[src/rtl/change_dispenser_pkg.sv]
// Shared definitions for the change dispenser: widths, coin denominations and
// the dispenser state encoding.
package vending_machine_def;

    localparam int kNumCoins  = 3;
    localparam int kTotalBits = 31;
    localparam int kCoinVal0  = 100;
    localparam int kCoinVal1  = 500;
    localparam int kCoinVal2  = 1000;
    localparam int kCountBits = 8;

    typedef enum logic [1:0] {
        IDLE     = 2'd0,
        SELECT   = 2'd1,
        DISPENSE = 2'd2,
        DONE     = 2'd3
    } disp_state_e;

    function automatic logic [kTotalBits-1:0] coin_value(input int idx);
        case (idx)
            0:       coin_value = kTotalBits'(kCoinVal0);
            1:       coin_value = kTotalBits'(kCoinVal1);
            default: coin_value = kTotalBits'(kCoinVal2);
        endcase
    endfunction

endpackage

[src/rtl/change_dispenser_coin_select.sv]
// Combinational greedy picker: largest available coin whose value fits in the
// remaining balance.
module coin_select
    import vending_machine_def::*;
(
    input  logic [kTotalBits-1:0] i_remain,
    input  logic [kNumCoins-1:0]  i_avail,
    output logic [kNumCoins-1:0]  o_coin,
    output logic [kTotalBits-1:0] o_value,
    output logic                  o_found
);

    // NOTE: every output gets a default before the loop so no latch is inferred.
    always_comb begin
        o_coin  = '0;
        o_value = '0;
        o_found = 1'b0;
        for (int k = kNumCoins - 1; k >= 0; k--) begin
            if (!o_found && i_avail[k] && (i_remain >= coin_value(k))) begin
                o_coin[k] = 1'b1;
                o_value   = coin_value(k);
                o_found   = 1'b1;
            end
        end
    end

endmodule

[src/rtl/change_dispenser.sv]
// Converts a returned balance into greedy single-coin hopper transactions.
// Optional per-denomination stock tracking is enabled by CHANGE_INVENTORY_EN.
module change_dispenser
    import vending_machine_def::*;
(
    input  logic                  clk,
    input  logic                  reset,
    input  logic                  i_start,
    input  logic [kTotalBits-1:0] i_amount,
    input  logic                  i_coin_ready,
`ifdef CHANGE_INVENTORY_EN
    input  logic                  i_refill,
    input  logic [kNumCoins-1:0]  i_refill_coin,
    output logic [kNumCoins-1:0]  o_stock_empty,
`endif
    output logic [kNumCoins-1:0]  o_coin,
    output logic                  o_coin_valid,
    output logic                  o_busy,
    output logic [kTotalBits-1:0] o_remain,
    output logic [kCountBits-1:0] o_coin_count,
    output logic [kTotalBits-1:0] o_residue,
    output logic                  o_done
);

    disp_state_e           r_state;
    disp_state_e           w_next;
    logic [kTotalBits-1:0] r_remain;
    logic [kTotalBits-1:0] r_residue;
    logic [kTotalBits-1:0] r_coin_value;
    logic [kNumCoins-1:0]  r_coin;
    logic [kCountBits-1:0] r_count;
    logic [kNumCoins-1:0]  w_avail;
    logic [kNumCoins-1:0]  w_sel_coin;
    logic [kTotalBits-1:0] w_sel_value;
    logic                  w_found;
    logic                  w_handshake;

    assign w_handshake = (r_state == DISPENSE) && i_coin_ready;

`ifdef CHANGE_INVENTORY_EN
    logic [kNumCoins-1:0][kCountBits-1:0] r_stock;

    // A refill and a dispense of the same denomination cancel out.
    always_ff @(posedge clk or posedge reset) begin
        if (reset) begin
            r_stock <= '0;
        end else begin
            for (int k = 0; k < kNumCoins; k++) begin
                case ({i_refill && i_refill_coin[k], w_handshake && r_coin[k]})
                    2'b10: if (r_stock[k] != {kCountBits{1'b1}}) r_stock[k] <= r_stock[k] + 1'b1;
                    2'b01: r_stock[k] <= r_stock[k] - 1'b1;
                    default: ;
                endcase
            end
        end
    end

    always_comb begin
        for (int k = 0; k < kNumCoins; k++) w_avail[k] = (r_stock[k] != '0);
    end
    assign o_stock_empty = ~w_avail;
`else
    assign w_avail = '1;
`endif

    coin_select u_coin_select (
        .i_remain (r_remain),
        .i_avail  (w_avail),
        .o_coin   (w_sel_coin),
        .o_value  (w_sel_value),
        .o_found  (w_found)
    );

    // NOTE: sequential state uses non-blocking assignments so every register
    // samples pre-edge values regardless of statement order.
    always_ff @(posedge clk or posedge reset) begin
        if (reset) r_state <= IDLE;
        else       r_state <= w_next;
    end

    always_comb begin
        w_next = r_state;
        case (r_state)
            IDLE:     if (i_start) w_next = SELECT;
            SELECT:   w_next = w_found ? DISPENSE : DONE;
            DISPENSE: if (i_coin_ready) w_next = SELECT;
            DONE:     w_next = IDLE;
            default:  w_next = IDLE;
        endcase
    end

    always_ff @(posedge clk or posedge reset) begin
        if (reset) begin
            r_remain     <= '0;
            r_residue    <= '0;
            r_coin       <= '0;
            r_coin_value <= '0;
            r_count      <= '0;
        end else begin
            case (r_state)
                IDLE: if (i_start) begin
                    r_remain  <= i_amount;
                    r_count   <= '0;
                    r_residue <= '0;
                end
                SELECT: if (w_found) begin
                    r_coin       <= w_sel_coin;
                    r_coin_value <= w_sel_value;
                end else begin
                    r_residue <= r_remain;
                end
                DISPENSE: if (w_handshake) begin
                    r_remain <= r_remain - r_coin_value;
                    r_coin   <= '0;
                    if (r_count != {kCountBits{1'b1}}) r_count <= r_count + 1'b1;
                end
                default: ;
            endcase
        end
    end

    assign o_coin       = r_coin;
    assign o_coin_valid = (r_state == DISPENSE);
    assign o_busy       = (r_state != IDLE);
    assign o_remain     = r_remain;
    assign o_coin_count = r_count;
    assign o_residue    = r_residue;
    assign o_done       = (r_state == DONE);

endmodule
[config.mk]
export PLATFORM = sky130hd
export DESIGN_NAME = change_dispenser
export DESIGN_NICKNAME = d
export VERILOG_FILES = /design/src/rtl/change_dispenser_pkg.sv /design/src/rtl/change_dispenser_coin_select.sv /design/src/rtl/change_dispenser.sv
export SDC_FILE = /design/constraint.sdc
export NUM_CORES = 1
export LEC_CHECK = 0
export CAP_MARGIN = 40
export CELL_PAD_IN_SITES_DETAIL_PLACEMENT = 0
export CELL_PAD_IN_SITES_GLOBAL_PLACEMENT = 1
export CORE_MARGIN = 2
export CORE_UTILIZATION = 39
export CTS_CLUSTER_DIAMETER = 40
export DETAILED_ROUTE_END_ITERATION = 16
export GPL_TIMING_DRIVEN = 0
export MAX_ROUTING_LAYER = met4
export PLACE_DENSITY = 0.83
export SYNTH_ARGS = -nofsm -noshare
export SYNTH_HDL_FRONTEND = slang
export SYNTH_SLANG_ARGS = --single-unit
[constraint.sdc]
create_clock -name clk -period 5.5 [get_ports clk]
set_input_delay 0.55 -clock clk [delete_from_list [all_inputs] [get_ports clk]]
set_output_delay 0.55 -clock clk [all_outputs]
set_load 0.05 [all_outputs]
==> run metrics <==
status completed; number of antenna violations at the first check in global routing 0; Core Footprint 10100 um^2; synthesis-stage register bit count 80; P_int 1.47 mW; Mapped Cells 417; WS Path Type reg2out; EDFF count, synth 0; # fillers 948; crit share post-route 58.5%; Avg Cell Area, Syn 9.63 um^2; worst path cell trace nand2b_1 > clkbuf_1 > clkinv_1 > clkbuf_1 > clkdlybuf4s50_1; Worst VDD drop 0.316 mV; post-DR vias/cell 5.33; setup violators final 0; antenna viol nets, final 0; sequential share of power 31.5%; overall power 2.94 mW; sequential share of the synthesized area 49.8%; Residual DRC 0; buffers and inverters on the worst path 4; Crit Path Max Fanout 10; leakage power 2.34 nW; total setup buffers inserted after CTS 0; Max-cap violations 0; n_diodes 0; CTS H-tree lvls 3; post-route setup TNS 0 ns; io pins 111; Slew Viols, Final 0; switching pwr 1.47 mW; Setup crit end kind primary output; # resized after CTS 0; GR Overflow Total 0; routed wire length per instance 16.4 um; CTS max path bufs 2; Iter 0 DRT Violations 184; largest family of logic cells by synthesized area simple AND/OR/NAND/NOR gates; clock network fraction of total power 15.2%; hpwl dp 8330 um; pre-CTS setup slack 2.65 ns; fin crit period 3.22 ns; Post-CTS Hold Fix Bufs 0; Mapped Nets 462; Port Buffer Count 109; Die Area 11100 um^2; Layout area overhead 37.3%; simple-gate share of the synthesized area 24.1%; CTS buffer count 9; post-synthesis mux area share 1.25%; Req. time, crit path 4.95 ns; most frequent cells in the layout 109 x clkdlybuf4s50_1, 80 x dfrtp_1, 49 x nand2_1, 33 x nor2_1, 27 x a21oi_1; Critical-path top delay cell clkdlybuf4s50_1; final hold vios 0; first-pass GRT wire length 18500 um; Post-Syn Area 4020 um^2; synth warn 0; Netlist cell types 56; Compound-Gate Fraction of Synth Area 16.7%; Root Buffer clkbuf_8; most common cell after layout, fill and taps aside clkdlybuf4s50_1; PD cells 533 nW/um^2; Placement Cell Area 5310 um^2; Slew headroom 55.1%; Post-synth top flop dfrtp_1; final WL 11100 um; delay-heaviest family, CP buffers and inverters; Critical Path AT 2.67 ns; most numerous cell on the critical path clkbuf_1; post-layout instance area 5510 um^2; clk slew on worst S/H paths 0.09 ns; initial core utilization 39.6%; area leader, netlist dfrtp_1; width of the die 105 um; worst setup margin 2.28 ns; Hold WC Path Type reg2reg; Area contributors post-synth dfrtp_1 50%, nand2_1 4.6%, and2_1 4.0%, a21oi_1 3.4%, o21ai_0 3.1%; Least-Margin Pin Slew 0.673 ns; vias in the first global route 3592; xor and xnor area share after synthesis 1.96%; RSZ-0062 raised after global routing no; Synth Area in Adders 3.30%; vias 3620; CTS tree built; Final nets 583; GRT Total Usage 21.8%; Placer Congestion 0.848; combinational share of power 53.3%; Max Fclk 0.311 GHz; largest net degree at the start of global routing 47; Setup Skew 0.0115 ns; Synth async-reset ratio 100%; share of layout cells above drive strength 1 7.00%; later-pin clock latency in the skew report 0.35 ns; Die H 105 um; drt pass-1 iters 4; sw frac 50.0%; fin util 54.4%; row cnt 37; Yosys top cell area share 49.8%; slowest stage delay, CP 0.91 ns; CTS sink cnt 80; startpoint types flop
-- per-stage QoR --
stage	instances	hold WS, ns
3_5_place_dp	663	0.460
4_1_cts	679	0.480
5_1_grt	679	0.514
3_3_place_gp	662	0.456
2_1_floorplan	417	0.432
6_report	679	0.479
-- registers in the layout, summed over array words and instances, names as in the netlist --
name / count
o_coin: 3
o_coin_count: 8
o_remain: 31
o_residue: 31
r_coin_value: 5
r_state: 2
-- final cells by class --
type | instances | area, um^2 | area share [%]
Clock inverter | 7 | 81.3 | 1.48
Inverter | 11 | 43.8 | 0.794
Tap cell | 136 | 170 | 3.09
Multi-Input combinational cell | 308 | 1900 | 34.5
Timing Repair Buffer | 110 | 1120 | 20.3
Sequential cell | 80 | 2000 | 36.3
Buffer | 18 | 72.6 | 1.32
Clock buffer | 9 | 124 | 2.25
-- worst register-to-register path: stages (launching register included) --
cell and delay (ns):
dfrtp_1 0.49, ha_1 0.38, nor2b_1 0.17, o31a_1 0.29, a2111o_1 0.59, o31ai_4 0.36, a21oi_1 0.11, a311oi_1 0.22
-- cell usage after synthesis, types with 5 or more instances --
cell type	number
and2_1	26
a211oi_1	5
o21ai_0	25
dfrtp_1	80
nand2_1	49
mux2i_1	5
xor2_1	6
nor3_1	15
nor4_1	5
nor2_1	33
nand3_1	11
a21oi_1	27
o22ai_1	6
clkbuf_1	14
o311ai_0	6
ha_1	9
and3_1	6
or4_1	6
inv_1	10
-- worst paths after layout --
kind	from	slack, ns	end	depth (start not counted)
worst max-delay path	r_state[0]	2.28	o_coin_valid	5
worst min-delay path	r_coin_value[6]	0.48	r_coin_value[6]	2
worst max register to register	o_remain[4]	2.79	o_remain[24]	7
worst min register to register	r_coin_value[6]	0.48	r_coin_value[6]	2
max in group asynchronous	reset	4.35	o_remain[25]	3
min in group asynchronous	reset	0.56	o_residue[28]	2
-- power by group through the flow --
stage | combinational [mW] | sequential [mW] | clock [mW]
after floorplan | 0.663 | 1.30 | 0
after global placement | 1.54 | 0.928 | 0
after detailed placement | 1.57 | 0.930 | 0
after CTS | 1.57 | 0.920 | 0.456
after global routing | 1.70 | 0.952 | 0.487
final | 1.57 | 0.925 | 0.447
-- kinds of logic (layout without fill, tap and decap cells) --
| group | after synthesis | after routing |
|---|---|---|
| buffers and inverters | 29 | 155 |
| AND/OR/NAND/NOR | 183 | 183 |
| AO/OA/AOI/OAI | 101 | 101 |
| flip-flops | 80 | 80 |
| adder cells (fa/ha/maj) | 10 | 10 |
| XOR/XNOR | 9 | 9 |
| multiplexers | 5 | 5 |
-- routing by layer --
layer	wire, um	share of wire, %	vias to the layer above	GRT usage [%]
met2	5330	48	129	33.9
met1	4940	45	1730	28.9
met5	0	0	-	-
met3	653	5.9	13	3.53
li1	-	-	1748	-
met4	179	1.6	0	7.62
No activity file was read; power rests on OpenSTA's default activity.
==> RTL edit 1 (config.mk and constraints unchanged) <==
Re-encode `disp_state_e` (4 states) as one-hot, 4 bits wide.
--- a/src/rtl/change_dispenser_pkg.sv
+++ b/src/rtl/change_dispenser_pkg.sv
@@ -9,11 +9,11 @@
     localparam int kCoinVal2  = 1000;
     localparam int kCountBits = 8;
 
-    typedef enum logic [1:0] {
-        IDLE     = 2'd0,
-        SELECT   = 2'd1,
-        DISPENSE = 2'd2,
-        DONE     = 2'd3
+    typedef enum logic [3:0] {
+        IDLE     = 4'b0001,
+        SELECT   = 4'b0010,
+        DISPENSE = 4'b0100,
+        DONE     = 4'b1000
     } disp_state_e;
 
     function automatic logic [kTotalBits-1:0] coin_value(input int idx);
Function: same outputs for any inputs over 4 cycles, from zero or initial values and one cycle with reset high; so few cycles prove little.
==> RTL edit 1 against the original RTL <==
Maximum frequency decreased by 16%; power increased by 5.3%; setup slack got worse by 0.62 ns; sequential cell count increased by 2; critical path depth increased by 1; clock skew increased by 0.00062 ns; cell area increased by 3.7%; wire length increased by 10%; synthesized area increased by 4.8%; sequential power increased by 3.0%; first-iteration DRC count increased by 8.2%; non-clock buffer count increased by 4; critical path type unchanged; critical endpoint unchanged.
==> RTL edit 1: results (changes against the original RTL) <==
Hold path
  • Hold path startpoint: o_residue[30]
  • Hold path endpoint: o_residue[30]
  • Worst Hold Class: reg -> reg
  • Worst Hold Depth: 1 (-1)

STA
  • Fin Hold WS: 0.488 ns (+0.00900 ns)
  • PnR worst setup slack: 1.66 ns (-0.617 ns)
  • Layout Skew: 0.0121 ns (+0.000625 ns)
  • Slew HR: 0.533 (-0.0181)

Route
  • DRT iter0 DRCs: 199 (+8.2%)
  • Drt via density: 5.55 (+4.1%)
  • Per-cell routed wire length: 17.1 microns (+4.9%)

GRT
  • Largest net degree at the start of global routing: 57 (+21%)
  • Vias in the first global route: 3927 (+9.3%)
  • GRT Resource Usage Total: 0.223 (+0.00556)
  • First-pass GRT wire length: 19.9 mm (+7.5%)

Placed design
  • Placed cells: 698 (+5.3%)
  • Port bufs: 110 (+0.92%)
  • Hpwl dp: 8.96 mm (+7.6%)
  • Post-DP Area: 0.00552 sq mm (+3.9%)
  • GPL Wtd Cong: 0.934 (+10%)
  • Post-place setup slack: 2.07 ns (-0.573 ns)

Power and ir drop
  • VDD IR max: 0.000271 V (-14%)
  • Static Leak: 2.41 nW (+3.1%)

Yosys
  • Adder-cell area share of the yosys netlist: 0.0315 (-0.00152)
  • Mapped Cells: 450 (+7.9%)
  • Area share of xor/xnor cells in the synthesized design: 0.0146 (-0.00506)
  • Multiplexer share of the synthesized area: 0.00267 (-0.00979)
  • Post-synthesis sequential area ratio: 0.488 (-0.0108)
  • Synth async-reset ratio: 1.00 (unchanged)
  • Cell variety after synth: 61 (+8.9%)
  • Syn nets: 495 (+7.1%)
  • Area contributors post-synth: dfrtp_1 48%, nand2_1 5.4%, and2_1 4.2%
  • Compound-Gate Fraction of Synth Area: 0.194 (+0.0271)
  • Commonest cells post-synth: 81 x dfrtp_1, 61 x nand2_1, 40 x nor2_1, 28 x and2_1

Layout
  • Fraction of layout cells with a size suffix above 1: 0.0606 (-0.00943)
  • Final #Nets: 618 (+6.0%)
  • Post-Layout Cell Count: 714 (+5.2%)

Clock tree
  • Longest Clk Path Bufs: 2 (unchanged)
  • Later-pin clock latency in the skew report: 0.35 ns (about the same)
  • Clk pin slew, worst setup/hold paths: 0.09 ns (about the same)
  • CTS Buf Count: 9 (unchanged)
  • Htree depth: 3 (unchanged)

Setup path
  • R2r worst-path depth: 7 (unchanged)
  • CP Class: reg -> out
  • R2r endpoint: o_remain[28]
  • Reg2reg setup slack: 2.71 ns (-0.08 ns)
  • Slowest cell on crit path: clkdlybuf4s50_1
  • Crit Path Max Fanout: 10 (unchanged)
  • Setup crit start: r_state[3]
  • WP data arrival: 3.29 ns (+0.62 ns)
  • CP top delay family: buffers and inverters

Status
  • Status: completed
[RTL edit 1: area by class of cell]
cell class / count / area [sq um]
Timing Repair Buffer: 112 / 1130
Inverter: 14 / 55.1
Sequential cell: 82 / 2050
Fill cell: 1003 / 4700
Buffer: 20 / 92.6
Multi-Input combinational cell: 334 / 2010
Tap cell: 136 / 170
Clock buffer: 9 / 124
Clock inverter: 7 / 77.6
[RTL edit 1: metal layers]
layer | wire [microns] | vias to the layer above | global-route usage
met5 | 0 | - | -
met4 | 196 | 0 | 0.0687
met3 | 757 | 20 | 0.0303
met2 | 5390 | 159 | 0.335
met1 | 5900 | 1918 | 0.316
li1 | - | 1867 | -
[RTL edit 1: power by group]
group          internal (W)  leakage (nW)  switching [W]  total [W]
Clock              0.000214         0.100       0.000240   0.000454
Combinational      0.000595          1.26        0.00109    0.00169
Sequential         0.000751          1.05       0.000202   0.000953
Total               0.00156          2.41        0.00153    0.00309
==> RTL edit 2 (same flow settings) <==
Without the edit above. Set the package constant `kNumCoins` to 2 (it was 3).
--- a/src/rtl/change_dispenser_pkg.sv
+++ b/src/rtl/change_dispenser_pkg.sv
@@ -2,7 +2,7 @@
 // the dispenser state encoding.
 package vending_machine_def;
 
-    localparam int kNumCoins  = 3;
+    localparam int kNumCoins  = 2;
     localparam int kTotalBits = 31;
     localparam int kCoinVal0  = 100;
     localparam int kCoinVal1  = 500;
Ports: changed (resized o_coin); port bits go from 111 to 110. The function was not compared with the original's and may differ.
==> RTL edit 2 against the original RTL <==
Maximum frequency fell by 1.6%; die area is 1.9% lower; power is 1.0% lower; count of clock-buffer cells in the layout did not move; setup slack worse by 0.054 ns; register-to-register slack gained 0.13 ns; worst hold slack better by 0.010 ns; global-route usage rose by 0.63 points; cell area is 1.9% lower; first-iteration DRC count increased by 27%; synthesized area shrank 1.9%; highest routed layer unchanged; sequential cell count decreased by 4; wire length grew 4.9%.
==> RTL edit 2: results (changes against the original RTL) <==
Yosys
  • Area contributors post-synth: dfrtp_1 48%, nand2_1 4.8%, and2_1 4.3%
  • Synth async-reset ratio: 1.00 (unchanged)
  • YS warnings: 0 (unchanged)
  • Commonest cells post-synth: 76 x dfrtp_1, 50 x nand2_1, 31 x nor2_1, 27 x and2_1, 25 x nand3_1
  • Synth Area per Inst: 9.47 sq um (-1.7%)
  • Syn nets: 459 (-0.65%)
  • Post-synthesis sequential area ratio: 0.483 (-0.0156)
  • Cell variety after synth: 61 (+8.9%)
  • Post-synth EDFFs: 0 (unchanged)
  • Most frequent cell after synthesis: dfrtp_1

Layout
  • N_diodes: 0 (unchanged)
  • Fraction of layout cells with a size suffix above 1: 0.0756 (+0.00566)
  • Final #Nets: 580 (-0.51%)
  • Number of fill cells in the layout: 915 (-3.5%)

Clock tree
  • Clk pin slew, worst setup/hold paths: 0.08 ns
  • Longest Clk Path Bufs: 2 (unchanged)
  • Setup Buffers After CTS: 0 (unchanged)
  • Root buf cell: clkbuf_8
  • CTS Buf Count: 9 (unchanged)
  • Htree depth: 3 (unchanged)
  • Post-CTS sizing: 0 (unchanged)
  • Later-pin clock latency in the skew report: 0.35 ns (about the same)

Hold path
  • Worst Hold Class: reg -> reg
  • Worst Hold Depth: 1 (-1)
  • Hold path endpoint: o_residue[27]
  • Hold path startpoint: o_residue[27]

Setup path
  • Crit Path Max Fanout: 10 (unchanged)
  • Worst r2r src: r_state[1]
  • Reg2reg setup slack: 2.92 ns (+0.13 ns)
  • R2r worst-path depth: 6 (-1)
  • R2r endpoint: o_remain[30]

STA
  • Actual slew at the worst max-slew pin: 0.894 ns (+0.221 ns)
  • Layout Skew: 0.0135 ns (+0.00201 ns)
  • Period utilisation layout: 0.595 (+0.00975)

Status
  • Status: completed

GRT
  • GRT Resource Usage Total: 0.224 (+0.00632)
  • Largest net degree at the start of global routing: 49 (+4.3%)
  • First-pass GRT wire length: 19.1 mm (+3.3%)
  • Vias in the first global route: 3617 (+0.70%)
  • Initial antenna violation count: 0 (unchanged)

Route
  • DR vias: 3731 (+3.1%)
  • DRT iter0 DRCs: 234 (+27%)
  • Drt pass-1 iters: 5 (+1)
  • DRT Wirelength: 11.6 mm (+4.9%)
  • Per-cell routed wire length: 17.3 microns (+5.5%)

Power and ir drop
  • VDD IR max: 0.000412 V (+31%)
  • Static Leak: 2.29 nW (-2.1%)

Placed design
  • Port bufs: 109 (unchanged)
  • Placed cells: 659 (-0.60%)
  • Post-place setup slack: 2.56 ns (-0.0850 ns)
  • GPL Wtd Cong: 0.858 (+1.2%)
  • Hpwl dp: 8.52 mm (+2.3%)
-- RTL edit 2: changes by cell type in the layout (fill, tap and decap cells not counted), sizes merged, moves of 5 or more --
cell    unedited run  this run
nand3             12        25
a21oi             27        19
and3               6        12
clkbuf            23        28
o21ai             25        15
nand4              3         9
-- RTL edit 2: final cells by class --
cell class	instances	area, sq um	area share
plain buffers	22	98.8	0.0183
multi-input cells	307	1900	0.351
repair buffers	110	1120	0.207
well taps	133	166	0.0308
clock buffers	9	124	0.0229
flip-flops and latches	76	1900	0.352
inverters	11	43.8	0.00810
clock inverters	7	56.3	0.0104
-- RTL edit 2: logic make-up after synthesis --
kind of cell	count (synthesis)	share of synthesized area
compound gates	85	0.156
fa+ha+maj	8	0.0254
mux	3	0.00762
xor+xnor	7	0.0156
buf+inv	33	0.0356
flops	76	0.483
simple gates	204	0.277
-- RTL edit 2: worst max-delay path, stage by stage (launching register included) --
cell             delay [ns]
dfrtp_1                0.49
nand2b_1               0.18
clkinv_1               0.24
clkbuf_1               0.53
clkdlybuf4s50_1        0.92
-- RTL edit 2: where the power goes --
group	switching (W)	internal (W)
combinational	0.00108	0.000537
sequential	0.000190	0.000693
clock	0.000238	0.000171
-- RTL edit 2: routing by layer --
layer | global-route usage | vias to the layer above | wire length [microns]
met5 | - | - | 0
met4 | 0.0676 | 0 | 176
met3 | 0.0313 | 18 | 736
met2 | 0.331 | 146 | 5290
met1 | 0.320 | 1817 | 5450
li1 | - | 1750 | -
-- RTL edit 2: how the worst max path moves through the flow --
stage / depth (start not counted) / start / endpoint
global placement: 2 / reset / o_remain[17]
CTS: 4 / r_state[1] / o_coin_valid
finish: 4 / r_state[1] / o_coin_valid
floorplan: 6 / o_remain[7] / o_remain[16]
detailed placement: 7 / i_coin_ready / o_remain[14]
global route: 4 / r_state[1] / o_coin_valid
-- RTL edit 2: stage by stage --
step / util / total power [W] / cell area (sq um) / hold slack, ns
after detailed placement: 0.535 / 0.00249 / 5230 / 0.470
final: 0.553 / 0.00291 / 5410 / 0.489
after floorplan: - / 0.00194 / 3940 / 0.462
after global routing: 0.553 / 0.00308 / 5410 / 0.513
after global placement: 0.532 / 0.00247 / 5200 / 0.468
after CTS: 0.553 / 0.00291 / 5410 / 0.495
